$ cat src/rtl/lfsr_timer_sched.sv
// Round-robin scheduler that lends one LFSR terminal-count counter to NREQ clients,
// loading the winner's seed, running until tercnt, and guarding with a watchdog.
module lfsr_timer_sched #(
  parameter int WIDTH = 8,
  parameter int NREQ  = 4,
  parameter int WDOG  = 256
) (
  input  logic                  clk,
  input  logic                  reset,
  input  logic [NREQ-1:0]       req,
  input  logic [NREQ*WIDTH-1:0] seed,
  output logic [NREQ-1:0]       gnt,
  output logic [NREQ-1:0]       done,
  output logic                  err,
  output logic                  busy,
  output logic [WIDTH-1:0]      lfsr_data,
  output logic                  lfsr_load_n,
  output logic                  lfsr_cen,
  input  logic                  lfsr_tercnt
);

  localparam int IW = (NREQ > 1) ? $clog2(NREQ) : 1;
  localparam int WW = (WDOG > 1) ? $clog2(WDOG) : 1;

  typedef enum logic [1:0] {IDLE, LOAD, RUN, DONE} state_t;

  state_t          state, state_nxt;
  logic [IW-1:0]   rr_ptr, owner, pick, owner_next;
  logic            found;
  logic            err_nxt;
  logic            release_gnt;
  logic [WW-1:0]   wdog_cnt;
  logic [WIDTH-1:0] pick_seed;

  // Scan downward in offset so the lowest offset from rr_ptr wins.
  always_comb begin
    int idx;
    logic [IW-1:0] cand;
    found = 1'b0;
    pick  = rr_ptr;
    for (int i = NREQ - 1; i >= 0; i--) begin
      idx  = (int'(rr_ptr) + i) % NREQ;
      cand = IW'(idx);
      if (req[cand]) begin
        found = 1'b1;
        pick  = cand;
      end
    end
    pick_seed  = seed[int'(pick)*WIDTH +: WIDTH];
    owner_next = (int'(owner) == NREQ - 1) ? '0 : owner + 1'b1;
  end

  always_comb begin
    state_nxt   = state;
    err_nxt     = 1'b0;
    release_gnt = 1'b0;
    unique case (state)
      IDLE: if (found) state_nxt = LOAD;
      LOAD: state_nxt = RUN;
      RUN: begin
        if (!req[owner]) begin
          state_nxt   = IDLE;
          release_gnt = 1'b1;
        end else if (lfsr_tercnt) begin
          state_nxt = DONE;
        end else if (wdog_cnt == WW'(WDOG - 1)) begin
          state_nxt   = IDLE;
          err_nxt     = 1'b1;
          release_gnt = 1'b1;
        end
      end
      DONE: begin
        state_nxt   = IDLE;
        release_gnt = 1'b1;
      end
      default: state_nxt = IDLE;
    endcase
  end

  // Counter enable follows tercnt combinationally so the counter parks on the terminal state.
  always_comb begin
    busy        = (state != IDLE);
    lfsr_load_n = (state != LOAD);
    lfsr_cen    = (state == RUN) && !lfsr_tercnt;
    done        = (state == DONE) ? gnt : '0;
  end

  always_ff @(posedge clk or negedge reset) begin
    if (!reset) begin
      state     <= IDLE;
      gnt       <= '0;
      err       <= 1'b0;
      lfsr_data <= '0;
      rr_ptr    <= '0;
      owner     <= '0;
      wdog_cnt  <= '0;
    end else begin
      state <= state_nxt;
      err   <= err_nxt;
      if (state == IDLE && found) begin
        gnt       <= NREQ'(1) << pick;
        owner     <= pick;
        lfsr_data <= pick_seed;
      end
      // Every exit moves the pointer past the owner so a stuck client cannot starve others.
      if (release_gnt) begin
        gnt    <= '0;
        rr_ptr <= owner_next;
      end
      if (state == LOAD) wdog_cnt <= '0;
      else if (state == RUN) wdog_cnt <= wdog_cnt + 1'b1;
    end
  end

endmodule

$ cat config.mk
export PLATFORM = sky130hd
export DESIGN_NAME = lfsr_timer_sched
export DESIGN_NICKNAME = d
export VERILOG_FILES = /design/src/rtl/lfsr_timer_sched.sv
export SDC_FILE = /design/constraint.sdc
export NUM_CORES = 1
export LEC_CHECK = 0
export CAP_MARGIN = 20
export CELL_PAD_IN_SITES_DETAIL_PLACEMENT = 1
export CELL_PAD_IN_SITES_GLOBAL_PLACEMENT = 1
export CORE_UTILIZATION = 34
export CTS_BUF_LIST = sky130_fd_sc_hd__clkbuf_16
export DETAILED_ROUTE_END_ITERATION = 10
export GPL_TIMING_DRIVEN = 0
export PLACE_DENSITY_LB_ADDON = 0.1
export SYNTH_ARGS = -nofsm -noshare
export SYNTH_HDL_FRONTEND = slang
export SYNTH_SLANG_ARGS = --single-unit
$ cat constraint.sdc
create_clock -name clk -period 2.6 [get_ports clk]
set_clock_uncertainty 0.2 [all_clocks]
set_input_delay 0.52 -clock clk [delete_from_list [all_inputs] [get_ports clk]]
set_output_delay 0.52 -clock clk [all_outputs]
set_load 0.005 [all_outputs]
[Word-level counts from Yosys, hierarchy flattened]
Cells that the tools add are included.
W data, S select, Z words.
Storage, ports and cells
  register bits: 27
  bits in latches: 0
  memory bits (writable): 0
  ROM bits: 0
  output and inout bits: 20
  memories kept: 0
Cells by class
  $add $sub $neg: 5
  $mul: 0
  divide/modulo/power cells: 0
  magnitude comparators: 5
  equality and inequality tests: 8
  shifts and indexed selects: 2
  multiplexer cells: 35
  bitwise logic cells: 0
  reduce and logical (&&, ||, !) cells: 8
Operator list (number)
  $shiftx A32 B6 Y8: 1
  $mux W2: 9
  $mux W8: 2
  $lt A2 B3 Y1 const B: 5
  $mux W1: 14
  $mux W4: 3
  $bmux W1 S2: 5
  $add A8 B1 Y8 const B: 1
  $eq A8 B8 Y1 const B: 1
  $pmux W2 S4: 1
  $reduce_bool A2 Y1: 3
  $add A2 B1 Y2 const B: 2
  $add A2 B2 Y2 const B: 2
  $eq A2 B1 Y1 const B: 2
  $eq A2 B2 Y1 const B: 2
  $ne A4 B4 Y1 const B: 1
  $shl A1 B2 Y4 const A: 1
  $logic_and A1 B1 Y1: 2
  $logic_not A2 Y1: 1
  $ne A2 B1 Y1 const B: 1
  $ne A2 B2 Y1 const B: 1
  $pmux W1 S2: 1
  $reduce_and A2 Y1: 1
  $logic_not A1 Y1: 1

[Logic depth before layout (Yosys ltp)]
  depth after elaboration: 10
  gate-level depth with buffers: 7
  mapped depth without buffers: 7

[Worst setup path after synthesis]
No wires, ideal clock.
  path type: input to register
  from: in req[1]
  to: reg rr_ptr[0]
  data arrival time: 1784 ps
  required time: 2275 ps
  setup slack: 491 ps
  stages: 5
  path buffers: 1
  cell sequence: buf_2 -> mux4_1 -> o21ai_1 -> a21o_2 -> mux2_2
Between the ends
  word-level cells in the longest chain between the ends: 4
RTL lines
  start, declared: line 10  | input logic [NREQ-1:0] req,
  $bmux W1 S2: line 61  | if (!req[owner]) begin
  $mux W1 (implied by the code): line 61
  $mux W1: line 61
  $pmux W1 S2: line 57  | unique case (state)
  end signal, assigned: line 108  | rr_ptr <= owner_next;
  end, declared: line 28  | logic [IW-1:0] rr_ptr, owner, pick, owner_next;
Every way passes these cells. The select of a mux whose other input is x is not followed.
A chain may end at the register's enable or synchronous reset.

[Final worst setup path]
  from: reg state[0]
  to: out lfsr_cen
Between the ends
  word-level cells in the longest chain between the ends: 2
RTL lines
  start, declared: line 27  | state_t state, state_nxt;
  start signal, assigned: line 98  | state <= state_nxt;
  $eq A2 B2 Y1: line 84  | lfsr_cen = (state == RUN) && !lfsr_tercnt;
  $logic_and A1 B1 Y1: line 84
  end, declared: line 18  | output logic lfsr_cen,
Every way passes these cells.

==> summary.md <==
| Metric | Value |
|---|---|
| F_max | 408 MHz |
| Kind of critical path | register to output pin |
| Pwr Density | 995 nW/um^2 |
| HP Class | register to register |
| Row Count | 26 |
| TritonCTS clock tree | done |
| Leakage | 0.00106 uW |
| Status | finished clean |
| Die Wd | 75.1 um |
| Seq cells post-synth | 27 |
| Final ANT Viol Nets | 0 |
| DR vias/cell | 5.20 |
| Area after DPL | 2490 um^2 |
| Hold path endpoint | state[1] |
| WL per Instance | 15.9 um |
| Multi-input combinational cell area | 1080 um^2 |
| CP peak stage delay | 0.51 ns |
| Layout cells sized above 1 | 14.4% |
| Worst path required time | 1.88 ns |
| H-tree levels | 1 |
| Detailed Place HPWL | 4060 um |
| Worst flop-to-flop path startpoint | wdog_cnt[0] |
| WL final | 5190 um |
| Hold depth | 1 |
| Buf+Inv Stages, Crit Path | 2 |
| Fin area | 2590 um^2 |
| Area delta synth->final | 42.8% |
| VDD IR-drop max | 0.000477 V |
| Num ports | 59 |
| Vias in the first global route | 1675 |
| Fin Setup TNS | 0 ns |
| Post-synthesis sequential area ratio | 37.2% |
| YS warnings | 0 |
| CTS Buf Count | 3 |
| CTS Buffer Depth | 2 |
| Die outline height | 75.1 um |
| Hold Violations, Final | 0 |
| First-pass DRT Iterations | 4 |
| Slowest CP cell | clkdlybuf4s50_1 |
| Syn Nets | 242 |
| Primary FF master, synth | dfrtp_1 |
| R2R Setup Slk | 0.45 ns |
| Mean Syn Cell Area | 9.27 um^2 |
| First DRT Iteration DRCs | 56 |
| Critical path fanouts, max | 5 |
| Initial antenna violation count | 0 |
| Fin. max-slew vios | 0 |
| Via count | 1700 |
| Residual DRC count | 0 |
| CTS clk-pin slew, worst paths | 0.06 ns |
| Sequential Area | 676 um^2 |
| PortBufs | 56 |
| Die area | 5640 um^2 |
| Worst Setup End Kind | output pin |
| Max-cap viol count | 0 |
| Global Route Usage Sum | 19.8% |
| Data arrival, critical path | 1.73 ns |
| Grt ovf | 0 |
| Startpoint types | register |
| Final setup viols | 0 |
| Final Hold Slack | 0.335 ns |
| RSZ-0062 raised after global routing | no |
| Most frequent cells in the layout | clkdlybuf4s50_1, dfrtp_1, nor2_1, a21oi_1 |
| Clk_lat worst skew | 0.26 ns |
| First-pass GRT wire length | 8310 um |
| Worst Hold Launch | state[1] |
| Post-Syn Area | 1820 um^2 |
| Gpl congestion | 0.751 |
| Tmin final | 2.45 ns |
| Gate Count Post-Synth | 196 |
| Nets@finish | 304 |
| Netlist cell types | 55 |
| Synth async-reset ratio | 100% |
| Diodes inserted | 0 |
| Commonest non-fill, non-tap cell in the layout | clkdlybuf4s50_1 |
| CP top delay family | buffers and inverters |
| Clk root buf | clkbuf_16 |
| Clock sink count | 27 |
| Largest net degree at the start of global routing | 15 |
| Fin crit share | 94.2% |
| Worst r2r dst | rr_ptr[0] |
| Area of the core | 5140 um^2 |
| Starting Density | 35.3% |
| Slew HR | 49.8% |
| Total chip power | 2580 uW |
| EDFF count, synth | 0 |
| Number of fill cells | 622 |
| Reg2reg path depth | 6 |
| Worst slew pin tran | 0.750 ns |
| Crit path cell chain | inv_1 > ha_1 > nor2b_2 > clkdlybuf4s50_1 |
-- repair_timing --
item | 4_1_cts | 5_1_grt
endpoints found under the hold margin | 0 | 0
hold buffers | 0 | 0
resized for setup | 0 | 8
setup endpoints to repair | 0 | 14
setup buffers | 0 | 1
-- where the power goes --
| part | switching, uW | internal, uW | leakage [uW] |
|---|---|---|---|
| combinational | 750 | 739 | 0.000691 |
| sequential | 152 | 601 | 0.000331 |
| clock | 136 | 206 | 0.0000423 |
| total | 1040 | 1550 | 0.00106 |
-- how the worst max path moves through the flow --
stage / from / end / slack [ns] / depth (start not counted)
2_1_floorplan: req[1] / rr_ptr[0] / 0.49 / 5
3_3_place_gp: req[0] / lfsr_data[3] / -0.26 / 6
3_5_place_dp: req[0] / lfsr_data[3] / -0.25 / 6
4_1_cts: req[0] / lfsr_data[1] / 0.01 / 6
5_1_grt: req[2] / lfsr_data[3] / 0.004 / 8
6_report: state[0] / lfsr_cen / 0.15 / 4
-- state kept, by name (all words and copies together) (netlist names) --
register	cells
owner	2
rr_ptr	2
gnt	4
state	2
lfsr_data	8
err	1
wdog_cnt	8
-- per-layer routing --
| layer | GRT usage [%] | up-vias | part of all wire (%) |
|---|---|---|---|
| met2 | 33.7 | 29 | 51 |
| li1 | - | 847 | - |
| met1 | 27.1 | 819 | 45 |
| met4 | 5.03 | 0 | 1.0 |
| met5 | 0 | - | 0 |
| met3 | 1.61 | 5 | 2.7 |
-- area by class of cell --
class | instances | area share, %
Buffer | 9 | 1.83
Clock buffer | 3 | 2.89
Clock inverter | 1 | 0.145
Inverter | 6 | 0.868
Multi-Input combinational cell | 153 | 41.8
Sequential cell | 27 | 26.0
Tap cell | 70 | 3.38
Timing Repair Buffer | 58 | 23.0
-- Yosys cell counts, types with 3 or more instances --
cell / n / area [um^2]
o31ai_1: 8 / 60.1
clkbuf_1: 3 / 11.3
nand3_1: 5 / 25.0
a21bo_2: 7 / 70.1
ha_1: 7 / 87.6
inv_1: 5 / 18.8
nor3_1: 4 / 20.0
mux2_2: 3 / 33.8
nand4_1: 9 / 56.3
nand2b_1: 3 / 18.8
and2_1: 6 / 37.5
buf_2: 3 / 15.0
o21ai_0: 7 / 35.0
nor2_1: 21 / 78.8
nand2_1: 9 / 33.8
nor2b_1: 6 / 37.5
a21oi_1: 15 / 75.1
a221oi_1: 7 / 61.3
dfrtp_1: 27 / 676
-- logic make-up (layout without fill, tap and decap cells) --
kind of cell | after synthesis | count (layout) | synth area share [%]
buf+inv | 16 | 77 | 3.99
fa+ha+maj | 7 | 7 | 4.82
mux | 6 | 6 | 4.48
flops | 27 | 27 | 37.2
compound gates | 63 | 63 | 26.4
simple gates | 73 | 73 | 21.1
xor+xnor | 4 | 4 | 1.93
-- through the flow --
stage          cells  setup WS, ns  util (%)
2_1_floorplan    196         0.491         -
3_3_place_gp     322        -0.258      48.0
3_5_place_dp     323        -0.246      48.5
4_1_cts          327        0.0125      50.0
5_1_grt          327       0.00365      50.5
6_report         327         0.150      50.5
No activity file was read; power rests on OpenSTA's default activity.
